`config.mk`:
```
export PLATFORM = sky130hd
export DESIGN_NAME = ce_pacer
export DESIGN_NICKNAME = d
export VERILOG_FILES = /design/src/rtl/ce_pacer_pkg.sv /design/src/rtl/ce_pacer_cnt.sv /design/src/rtl/ce_pacer.sv
export SDC_FILE = /design/constraint.sdc
export NUM_CORES = 1
export LEC_CHECK = 0
export CAP_MARGIN = 5
export CORE_MARGIN = 5
export CORE_UTILIZATION = 57
export CTS_CLUSTER_SIZE = 24
export DETAILED_ROUTE_END_ITERATION = 16
export PLACE_DENSITY = 0.8
export SETUP_SLACK_MARGIN = 0.4
export SYNTH_ARGS = -nofsm -noshare
export SYNTH_HDL_FRONTEND = slang
export SYNTH_SLANG_ARGS = --single-unit
```
`constraint.sdc`:
```
create_clock -name C -period 3.6 [get_ports C]
set_input_delay 0.9 -clock C [delete_from_list [all_inputs] [get_ports C]]
set_output_delay 0.9 -clock C [all_outputs]
set_load 0.1 [all_outputs]
```
`src/rtl/ce_pacer_pkg.sv`:
```
// ce_pacer_pkg: shared types and default widths for the ce_pacer block.
//   state_e      - pacer run state (StIdle, StRun)
//   DivWDefault  - default width of the divide value
//   CntWDefault  - default width of burst length / pulse count
package ce_pacer_pkg;

  typedef enum logic {
    StIdle = 1'b0,
    StRun  = 1'b1
  } state_e;

  localparam int unsigned DivWDefault = 16;
  localparam int unsigned CntWDefault = 8;

endpackage

```
`src/rtl/ce_pacer_cnt.sv`:
```
// ce_pacer_cnt: loadable down-counter with zero flag. Stops at zero.
//   clk_i      - clock, rising edge
//   rst_i      - synchronous active-high reset (count -> 0)
//   load_i     - load load_val_i (takes priority over decrement)
//   load_val_i - value to load
//   dec_i      - decrement while non-zero
//   zero_o     - count is zero
module ce_pacer_cnt #(
  parameter int unsigned Width = 16
) (
  input  logic             clk_i,
  input  logic             rst_i,
  input  logic             load_i,
  input  logic [Width-1:0] load_val_i,
  input  logic             dec_i,
  output logic             zero_o
);

  logic [Width-1:0] cnt_q, cnt_d;

  always_comb begin
    cnt_d = cnt_q;
    if (load_i) begin
      cnt_d = load_val_i;
    end else if (dec_i && (cnt_q != '0)) begin
      cnt_d = cnt_q - 1'b1;
    end
  end

  always_ff @(posedge clk_i) begin
    if (rst_i) begin
      cnt_q <= '0;
    end else begin
      cnt_q <= cnt_d;
    end
  end

  assign zero_o = (cnt_q == '0);

endmodule

```
`src/rtl/ce_pacer.sv`:
```
// ce_pacer: programmable clock-enable pacer. Emits one CE strobe every N+1 cycles while
// running, for burst_len strobes (0 = free-run), with a double-buffered divide value.
//   C          - clock, rising edge
//   R          - synchronous active-high reset
//   cfg_div    - requested divide N (period N+1)
//   cfg_valid  - divide-load request; cfg_ready - divide-load accept
//   start      - run request; burst_len - pulses per run (0 = free-run)
//   stop       - abort request (no done)
//   CE         - clock-enable strobe; busy - running; done - burst complete pulse
//   pulse_cnt  - CE strobes issued in the current run
// Build option: define CE_PACER_AUTORELOAD_EN to keep running after each burst
// (done pulses, pulse_cnt restarts at 0); only stop or R then leave RUN.
module ce_pacer
  import ce_pacer_pkg::*;
#(
  parameter int unsigned     DIV_W     = DivWDefault,
  parameter int unsigned     CNT_W     = CntWDefault,
  parameter logic [DIV_W-1:0] DIV_RESET = '0
) (
  input  logic             C,
  input  logic             R,
  input  logic [DIV_W-1:0] cfg_div,
  input  logic             cfg_valid,
  output logic             cfg_ready,
  input  logic             start,
  input  logic [CNT_W-1:0] burst_len,
  input  logic             stop,
  output logic             CE,
  output logic             busy,
  output logic             done,
  output logic [CNT_W-1:0] pulse_cnt
);

  state_e           state_q, state_d;
  logic [DIV_W-1:0] div_q, div_d;
  logic [DIV_W-1:0] shadow_q, shadow_d;
  logic             pend_q, pend_d;
  logic [CNT_W-1:0] len_q, len_d;
  logic [CNT_W-1:0] pcnt_q, pcnt_d;
  logic             done_q, done_d;

  logic             run, go, ce, last, leave, cfg_xfer, cnt_zero;
  logic [CNT_W-1:0] pcnt_inc;
  logic [DIV_W-1:0] reload_div;

  assign run        = (state_q == StRun);
  assign go         = !run && start && !stop;
  assign ce         = run && cnt_zero && !stop;
  assign pcnt_inc   = pcnt_q + 1'b1;
  assign last       = ce && (len_q != '0) && (pcnt_inc == len_q);
  assign cfg_xfer   = cfg_valid && !pend_q;
  // A pending shadow takes effect at the reload that coincides with the next CE.
  assign reload_div = pend_q ? shadow_q : div_q;

`ifdef CE_PACER_AUTORELOAD_EN
  assign leave = run && stop;
`else
  assign leave = run && (stop || last);
`endif

  // Entering RUN loads 0 so the first CE lands on the first RUN cycle.
  ce_pacer_cnt #(
    .Width (DIV_W)
  ) u_cnt (
    .clk_i      (C),
    .rst_i      (R),
    .load_i     (go || ce),
    .load_val_i (go ? '0 : reload_div),
    .dec_i      (run),
    .zero_o     (cnt_zero)
  );

  always_comb begin
    state_d  = state_q;
    div_d    = div_q;
    shadow_d = shadow_q;
    pend_d   = pend_q;
    len_d    = len_q;
    pcnt_d   = pcnt_q;
    done_d   = 1'b0;
    unique case (state_q)
      StIdle: begin
        if (cfg_xfer) begin
          div_d = cfg_div;
        end
        if (go) begin
          state_d = StRun;
          len_d   = burst_len;
          pcnt_d  = '0;
        end
      end
      StRun: begin
        if (ce) begin
          pcnt_d = pcnt_inc;
        end
        if (last) begin
          done_d = 1'b1;
`ifdef CE_PACER_AUTORELOAD_EN
          pcnt_d = '0;
`endif
        end
        if (leave) begin
          state_d = StIdle;
          // Any buffered divide becomes active on the way back to IDLE.
          div_d   = cfg_xfer ? cfg_div : reload_div;
          pend_d  = 1'b0;
        end else if (cfg_xfer) begin
          shadow_d = cfg_div;
          pend_d   = 1'b1;
        end else if (ce && pend_q) begin
          div_d  = shadow_q;
          pend_d = 1'b0;
        end
      end
      default: state_d = StIdle;
    endcase
  end

  always_ff @(posedge C) begin
    if (R) begin
      state_q  <= StIdle;
      div_q    <= DIV_RESET;
      shadow_q <= '0;
      pend_q   <= 1'b0;
      len_q    <= '0;
      pcnt_q   <= '0;
      done_q   <= 1'b0;
    end else begin
      state_q  <= state_d;
      div_q    <= div_d;
      shadow_q <= shadow_d;
      pend_q   <= pend_d;
      len_q    <= len_d;
      pcnt_q   <= pcnt_d;
      done_q   <= done_d;
    end
  end

  assign cfg_ready = !pend_q;
  assign CE        = ce;
  assign busy      = run;
  assign done      = done_q;
  assign pulse_cnt = pcnt_q;

endmodule

```
==> out/summary.md <==
Critical path class: register to register. At the pin with the least slew margin, the transition time is 961 ps. The tools report the total routing resource utilization after global routing as 26.2%.

After filler insertion, the fill cell instance count of the layout stands at 561. The switching portion of total power is 34.0%, and the maximum clock insertion buffer count is 2. Measured against its own limit, the worst slew margin works out to 35.8%.

After floorplanning, the core was divided into 30 placement rows. The number of antenna violations at the first check in global routing came out at 0. The run gives 3850 ps as the required arrival time at the worst endpoint. The die is 93.7 um wide. The detailed-route wire length came out at 11500 um. The die covers 8780 um^2. Primary flip-flop cell chosen by synthesis mapping: dfxtp_1. Buffers placed on the I/O ports in this run total 40. For the worst-skew pair, the clock arrives at the later sink with an insertion delay of 350 ps. TritonCTS built the clock tree. For this design the static power due to leakage is 1.86 nW. The final critical delay including setup and external delays came out at 3050 ps. Highest net fanout along the worst path: 10. The count of cells in the finished layout, fillers not included, comes to 640. The internal portion of the total power is 1.45 mW. Post-synth net total: 536. The sequential fraction of the synthesis area came out at 33.6%. For the final count of hold timing violations, the log shows 0.

In this run, synthesis inferred 0 flip-flops with an integrated enable. The footprint of the multi-input gates was 2460 um^2. The final layout contains 571 nets. The leading cell type in the layout, fill and taps excluded was nor2_1. The fraction of post-synthesis cell area in the top cell type by area works out to 33.6%. The startpoint kind of the worst setup timing path is a register.

Setup repair after global routing left no endpoint under its margin. After synthesis, the cell types taking the most area are dfxtp_1 34%, mux2i_1 8.8%, nor2_1 6.1%. The run gives 0 as the number of warning messages in the yosys log. The run finished with clean final reports. Clock tree synthesis inserted a total of 9 buffers. Per report_power, the sequential group accounts for 39.7% of the total. Between clock sinks in the finished design, the worst skew comes to 7.79 ps. After synthesis, the share of flip-flops with an asynchronous set or reset is 0%. The peak supply drop was 0.000276 V. For the clock network fraction of design power, the log shows 31.1%.

The critical path buffer and inverter count came out at 0. After routing, the total negative slack on setup checks comes to 0 ps. The peak per-stage delay on the critical path was 590 ps. Setup violations remaining at the end of the flow were counted as 0. The post-synth design cell area was 4000 um^2; the synthesis-to-finish area growth was 17.5%. Leaving out fill and tap cells, the most frequent cells in the layout are 65 x nor2_1, 64 x dfxtp_1, 50 x nand2_1. The tool flagged a number of max-cap violations equal to 0. Summed over all nets, the switching power comes to 0.749 mW.

In the finished design, the share of the clock period the worst path needs comes to 84.6%. In this run the mean area of a mapped cell was 7.93 um^2. In this run the remaining antenna-violating nets after routing total 0. The floorplan step defined a core boundary enclosing 6790 um^2. Detailed placement ended at an HPWL of 7960 um.

The via count of the first global-routing pass is 3909, and the final number of max-transition violations is 0. The number of top-level design ports is 41. Master cell of the clock root buffer: clkbuf_8. Global routing finished with a remaining overflow of 0.

The congestion estimate from routability-driven global placement came to 0.871. Counting every instance in the synthesized netlist gives 504. The number of H-tree levels came out at 3. The height of the die works out to 93.7 um.

The initial utilization of the core area, before any placement, comes to 58.8%. The storage element area is 1350 um^2. The run gives 18600 um as the wire length of the first global-routing pass.

The synthesized design spends more area on one cell type than any other, namely dfxtp_1. The number of cells after detailed placement is 624, and the number of DRC markers after the initial detailed-route iteration is 368. Data arrives at the worst endpoint at 3300 ps. Cells with a size suffix above 1 make up 12.7% of the layout. STA classifies the critical path endpoint as a register.

The slowest stage of the critical path is the a2111o_2 cell. The tools report the sink count of the clock tree as 67. Traced cell by cell, the critical path runs through ha_2 > nand3_1 > mux2i_1 > nand4_1 > a2111o_2 > a2111oi_4 > a32oi_1 > a311oi_2. After clock tree synthesis, the clock-pin slew on the worst setup and hold paths is 70 ps. The number of setup buffers added after CTS was 0.

The tightest hold path in the finished design has a slack of 491 ps. The power density relative to cell area is 469 nW/um^2. Category of cells accounting for the largest share of critical-path delay: compound AO/OA/AOI/OAI gates. The repair_antennas step left the layout with diodes totalling 0.

The tools report the via total after detailed routing as 4101. The kind of path behind the tightest hold check is register to register. Entering global routing, the biggest net connects 42 pins.

The number of distinct library cells after synthesis is 66. The wire length per cell after detailed routing is 18.0 um, and the logic gate share of total power is 29.1%. The tools report the timing-limited maximum frequency as 0.328 GHz. After synthesis the netlist holds a flip-flop and latch count of 67. For this run, design rule violations remaining after detail routing come to 0. The detailed-routing iteration count for the pre-antenna-repair pass is 7, and the post-detailed-route via-to-cell ratio is 6.41.
[sequential cells by signal, summed over array words and instances, names as in the netlist]
signal and count:
busy 1, pend_q 1, done 1, len_q 8, div_q 16, pulse_cnt 8
shadow_q 16, u_cnt.cnt_q 16
[Yosys cell counts (all sizes together) (2+ instances only)]
| cell type | n |
|---|---|
| dfxtp | 67 |
| or2 | 3 |
| or3 | 6 |
| xnor2 | 3 |
| buf | 13 |
| a21boi | 3 |
| xor2 | 7 |
| nor4b | 3 |
| o21ai | 22 |
| a211oi | 4 |
| a21o | 8 |
| nor3 | 19 |
| nor3b | 4 |
| a31oi | 3 |
| clkbuf | 20 |
| nand3 | 16 |
| and3 | 3 |
| a32oi | 6 |
| and2 | 4 |
| nor2 | 65 |
| o2bb2ai | 3 |
| or3b | 3 |
| mux2i | 35 |
| nand2 | 50 |
| o21bai | 3 |
| a2111oi | 2 |
| ha | 3 |
| inv | 12 |
| a221o | 2 |
| nor4 | 9 |
| mux2 | 2 |
| nand2b | 3 |
| a21oi | 48 |
| a221oi | 10 |
| o41ai | 2 |
| nor2b | 5 |
| a311oi | 8 |
| nand4 | 6 |
[per-layer routing]
layer / up-vias / GRT usage, % / share of wire (%)
met3: 31 / 4.97 / 8.5
met2: 197 / 43.0 / 47
met1: 1959 / 33.7 / 43
met4: 0 / 10.8 / 2.0
met5: - / 0 / 0
li1: 1914 / - / -
[what timing repair did]
item | CTS | global route
hold endpoints to repair | 0 | 0
setup endpoints to repair | 0 | 15
gates resized for setup | 0 | 3
hold buffers | 0 | 0
[power by group through the flow]
stage / clock (mW) / sequential (mW) / combinational [mW]
2_1_floorplan: 0 / 0.877 / 0.445
3_3_place_gp: 0 / 0.883 / 0.598
3_5_place_dp: 0 / 0.886 / 0.616
4_1_cts: 0.687 / 0.871 / 0.628
5_1_grt: 0.719 / 0.880 / 0.698
6_report: 0.685 / 0.874 / 0.642
[logic make-up after synthesis]
group	count (synthesis)	share of synthesized area (%)
AOI/OAI and AO/OA	137	24.3
muxes	37	9.33
DFF	67	33.6
buffers and inverters	46	4.82
adders and majority gates	3	0.940
xor gates and xnor gates	10	2.19
and+or+nand+nor	204	24.9
[worst reg2reg max path, delay by kind of cell (launching register included)]
family                     cells  cell delay, ps
DFF                            1             430
muxes                          1             300
AOI/OAI and AO/OA              4            1500
adders and majority gates      1             320
and+or+nand+nor                2             410
[path summary, 6_finish.rpt]
path / from / slack (ps) / end / cells past startpoint
setup / recovery: pulse_cnt[0] / 550 / div_q[13] / 8
hold / removal: div_q[6] / 490 / div_q[6] / 2
setup reg to reg: pulse_cnt[0] / 550 / div_q[13] / 8
hold reg to reg: div_q[6] / 490 / div_q[6] / 2
[stage by stage]
| stage | instance area, um^2 | setup WS, ps | power (mW) | util [%] |
|---|---|---|---|---|
| 6_report | 4700 | 553 | 2.20 | 69.1 |
| 5_1_grt | 4700 | 433 | 2.30 | 69.1 |
| 4_1_cts | 4690 | 464 | 2.19 | 69.1 |
| 3_5_place_dp | 4480 | 429 | 1.50 | 66.0 |
| 3_3_place_gp | 4480 | 493 | 1.48 | 66.0 |
| 2_1_floorplan | 4010 | 435 | 1.32 | - |
[cell type report]
class,instances,share of cell area (%)
Timing Repair Buffer,57,10.8
Tap cell,96,2.56
Sequential cell,67,28.6
Clock inverter,5,1.65
Multi-Input combinational cell,391,52.5
Inverter,13,1.04
Clock buffer,11,2.80
Note: power is estimated with default switching activity, not from simulation.
==> patch (same settings) <==
The package constant `CntWDefault` goes from 8 to 9.
--- a/src/rtl/ce_pacer_pkg.sv
+++ b/src/rtl/ce_pacer_pkg.sv
@@ -11,5 +11,5 @@
 
   localparam int unsigned DivWDefault = 16;
-  localparam int unsigned CntWDefault = 8;
+  localparam int unsigned CntWDefault = 9;
 
 endpackage
Ports: changed (resized burst_len and pulse_cnt); port bits go from 41 to 43. No check against the original RTL was run, so the function may have changed too.
==> patch against the original RTL <==
Non-clock buffer count increased by 1; power decreased by 1.0%; wire length increased by 11%; design area increased by 5.9%; sequential cell count increased by 2; fmax decreased by 2.3%; area after synthesis increased by 9.0%; setup slack got worse by 0.073 ns; synthesized cell count increased by 11%.
==> patch: results (changes against the original RTL) <==
Outcome
  • Outcome: finished clean

Setup path
  • CP max FO: 8 (-2)
  • Worst path max stage delay: 0.55 ns (-0.04 ns)
  • CP max stage cell: or4_4
  • Family with the most delay on the worst path: simple AND/OR/NAND/NOR gates

CTS
  • Root Buffer Master: clkbuf_8
  • Total CTS buffers: 9 (unchanged)
  • CTS max path bufs: 2 (unchanged)
  • CTS clk-pin slew, worst paths: 0.08 ns
  • H-tree Lvls: 3 (unchanged)
  • Clk_lat worst skew: 0.36 ns

Logic synthesis
  • Top cells by area, synth: dfxtp_1 32%, nand2_1 8.6%, a21oi_1 7.6%
  • Yosys Warn Count: 0 (unchanged)
  • Post-Syn Nets: 592 (+10%)
  • Yosys cell types: 72 (+9.1%)
  • Sequential share of the synthesized area: 31.7% (-1.9 points)
  • Share of flip-flops with an asynchronous set or reset: 0% (unchanged)
  • Post-synth top cells: 100 x nand2_1, 69 x dfxtp_1, 66 x a21oi_1
  • Mapped Avg Cell Area: 7.79 µm² (-1.7%)
  • Post-synth EDFFs: 0 (unchanged)

Finish
  • Layout cells sized above 1: 13.2% (+0.54 points)
  • Nets: 618 (+8.2%)
  • Top Registers: div_q: 16 flops, shadow_q: 16 flops, u_cnt.cnt_q: 16 flops
  • Filler instances: 606 (+8.0%)
  • # diodes: 0 (unchanged)

GRT
  • Vias in the first global route: 4163 (+6.5%)
  • First-pass GRT wire length: 20800 µm (+12%)
  • Initial antenna violation count: 0 (unchanged)
  • Largest net degree at the start of global routing: 53 (+26%)
  • Tot GR Track Use: 26.2% (about the same)

Hold path
  • Min-Delay Path Class: reg -> reg

STA
  • Layout Skew: 0.0166 ns (+0.00881 ns)
  • Worst slew pin tran: 0.980 ns (+0.0194 ns)

Routing
  • Vias per inst: 6.49 (+1.2%)
  • WL final: 12900 µm (+11%)
  • Via Count: 4470 (+9.0%)
  • 1st-iter DRT viols: 344 (-6.5%)
  • DRT Pass-1 Iters: 6 (-1)

Power
  • Lkg Pwr: 1.79 nW (-4.0%)
  • Peak VDD IR: 0.250 mV (-9.3%)

Place
  • Place WS: 0.199 ns (-0.230 ns)
  • Cells after DPL: 668 (+7.1%)
  • Placer Congestion: 0.889 (+2.1%)
  • Hpwl dp: 8530 µm (+7.2%)
  • DP Area: 4700 µm² (+4.9%)
  • Port Buffers: 42 (+5.0%)
patch: timing repair:
action                     4_1_cts  5_1_grt
resized for setup                4        4
setup endpoints to repair        1       32
setup buffers                    0        4
gates cloned                     0        1
pin swaps                        0        1
patch: cell families after synthesis:
logic type                 Yosys count  synth area share, %
AOI/OAI and AO/OA                  187                 27.1
xor gates and xnor gates            15                 3.02
adders and majority gates            3                0.862
buffers and inverters               53                 6.95
DFF                                 69                 31.7
muxes                               24                 5.77
and+or+nand+nor                    208                 24.6
patch: through the flow:
stage	power (W)	util (%)	hold WS (ns)
2_1_floorplan	0.00132	-	0.460
3_3_place_gp	0.00147	64.1	0.474
3_5_place_dp	0.00149	64.1	0.485
4_1_cts	0.00216	67.1	0.497
5_1_grt	0.00228	67.8	0.519
6_report	0.00218	67.8	0.498
patch: final timing paths:
check	depth (start not counted)	slack [ns]	startpoint	end
hold reg to reg	2	0.50	shadow_q[14]$_SDFFE_PP0P_	shadow_q[14]$_SDFFE_PP0P_
hold / removal	2	0.50	shadow_q[14]$_SDFFE_PP0P_	shadow_q[14]$_SDFFE_PP0P_
setup reg to reg	8	0.51	pulse_cnt[0]$_SDFFE_PP0P_	shadow_q[15]$_SDFFE_PP0P_
setup / recovery	6	0.48	u_cnt.cnt_q[4]$_SDFFE_PP0P_	CE
patch: tightest hold or removal path, stage by stage (launching register included):
cell	delay, ns
dfxtp_1	0.33
o21ai_0	0.07
a21oi_1	0.06
patch: final cells by class:
type                            instances  share of cell area (%)
Inverter                                9                   0.680
Clock inverter                          6                    1.36
Timing Repair Buffer                   58                    10.4
Tap cell                               99                    2.49
Sequential cell                        69                    27.9
Clock buffer                           10                    2.77
Multi-Input combinational cell        438                    54.4
patch: per-layer routing:
metal	wire length, µm	GRT usage (%)
met1	5490	35.2
met5	0	0
met3	1100	4.52
met2	6030	41.9
met4	234	10.1
patch: power breakdown:
group	total [W]	switching, W	internal, W
logic	0.000630	0.000370	0.000260
registers	0.000878	0.0000614	0.000817
clock network	0.000670	0.000328	0.000343
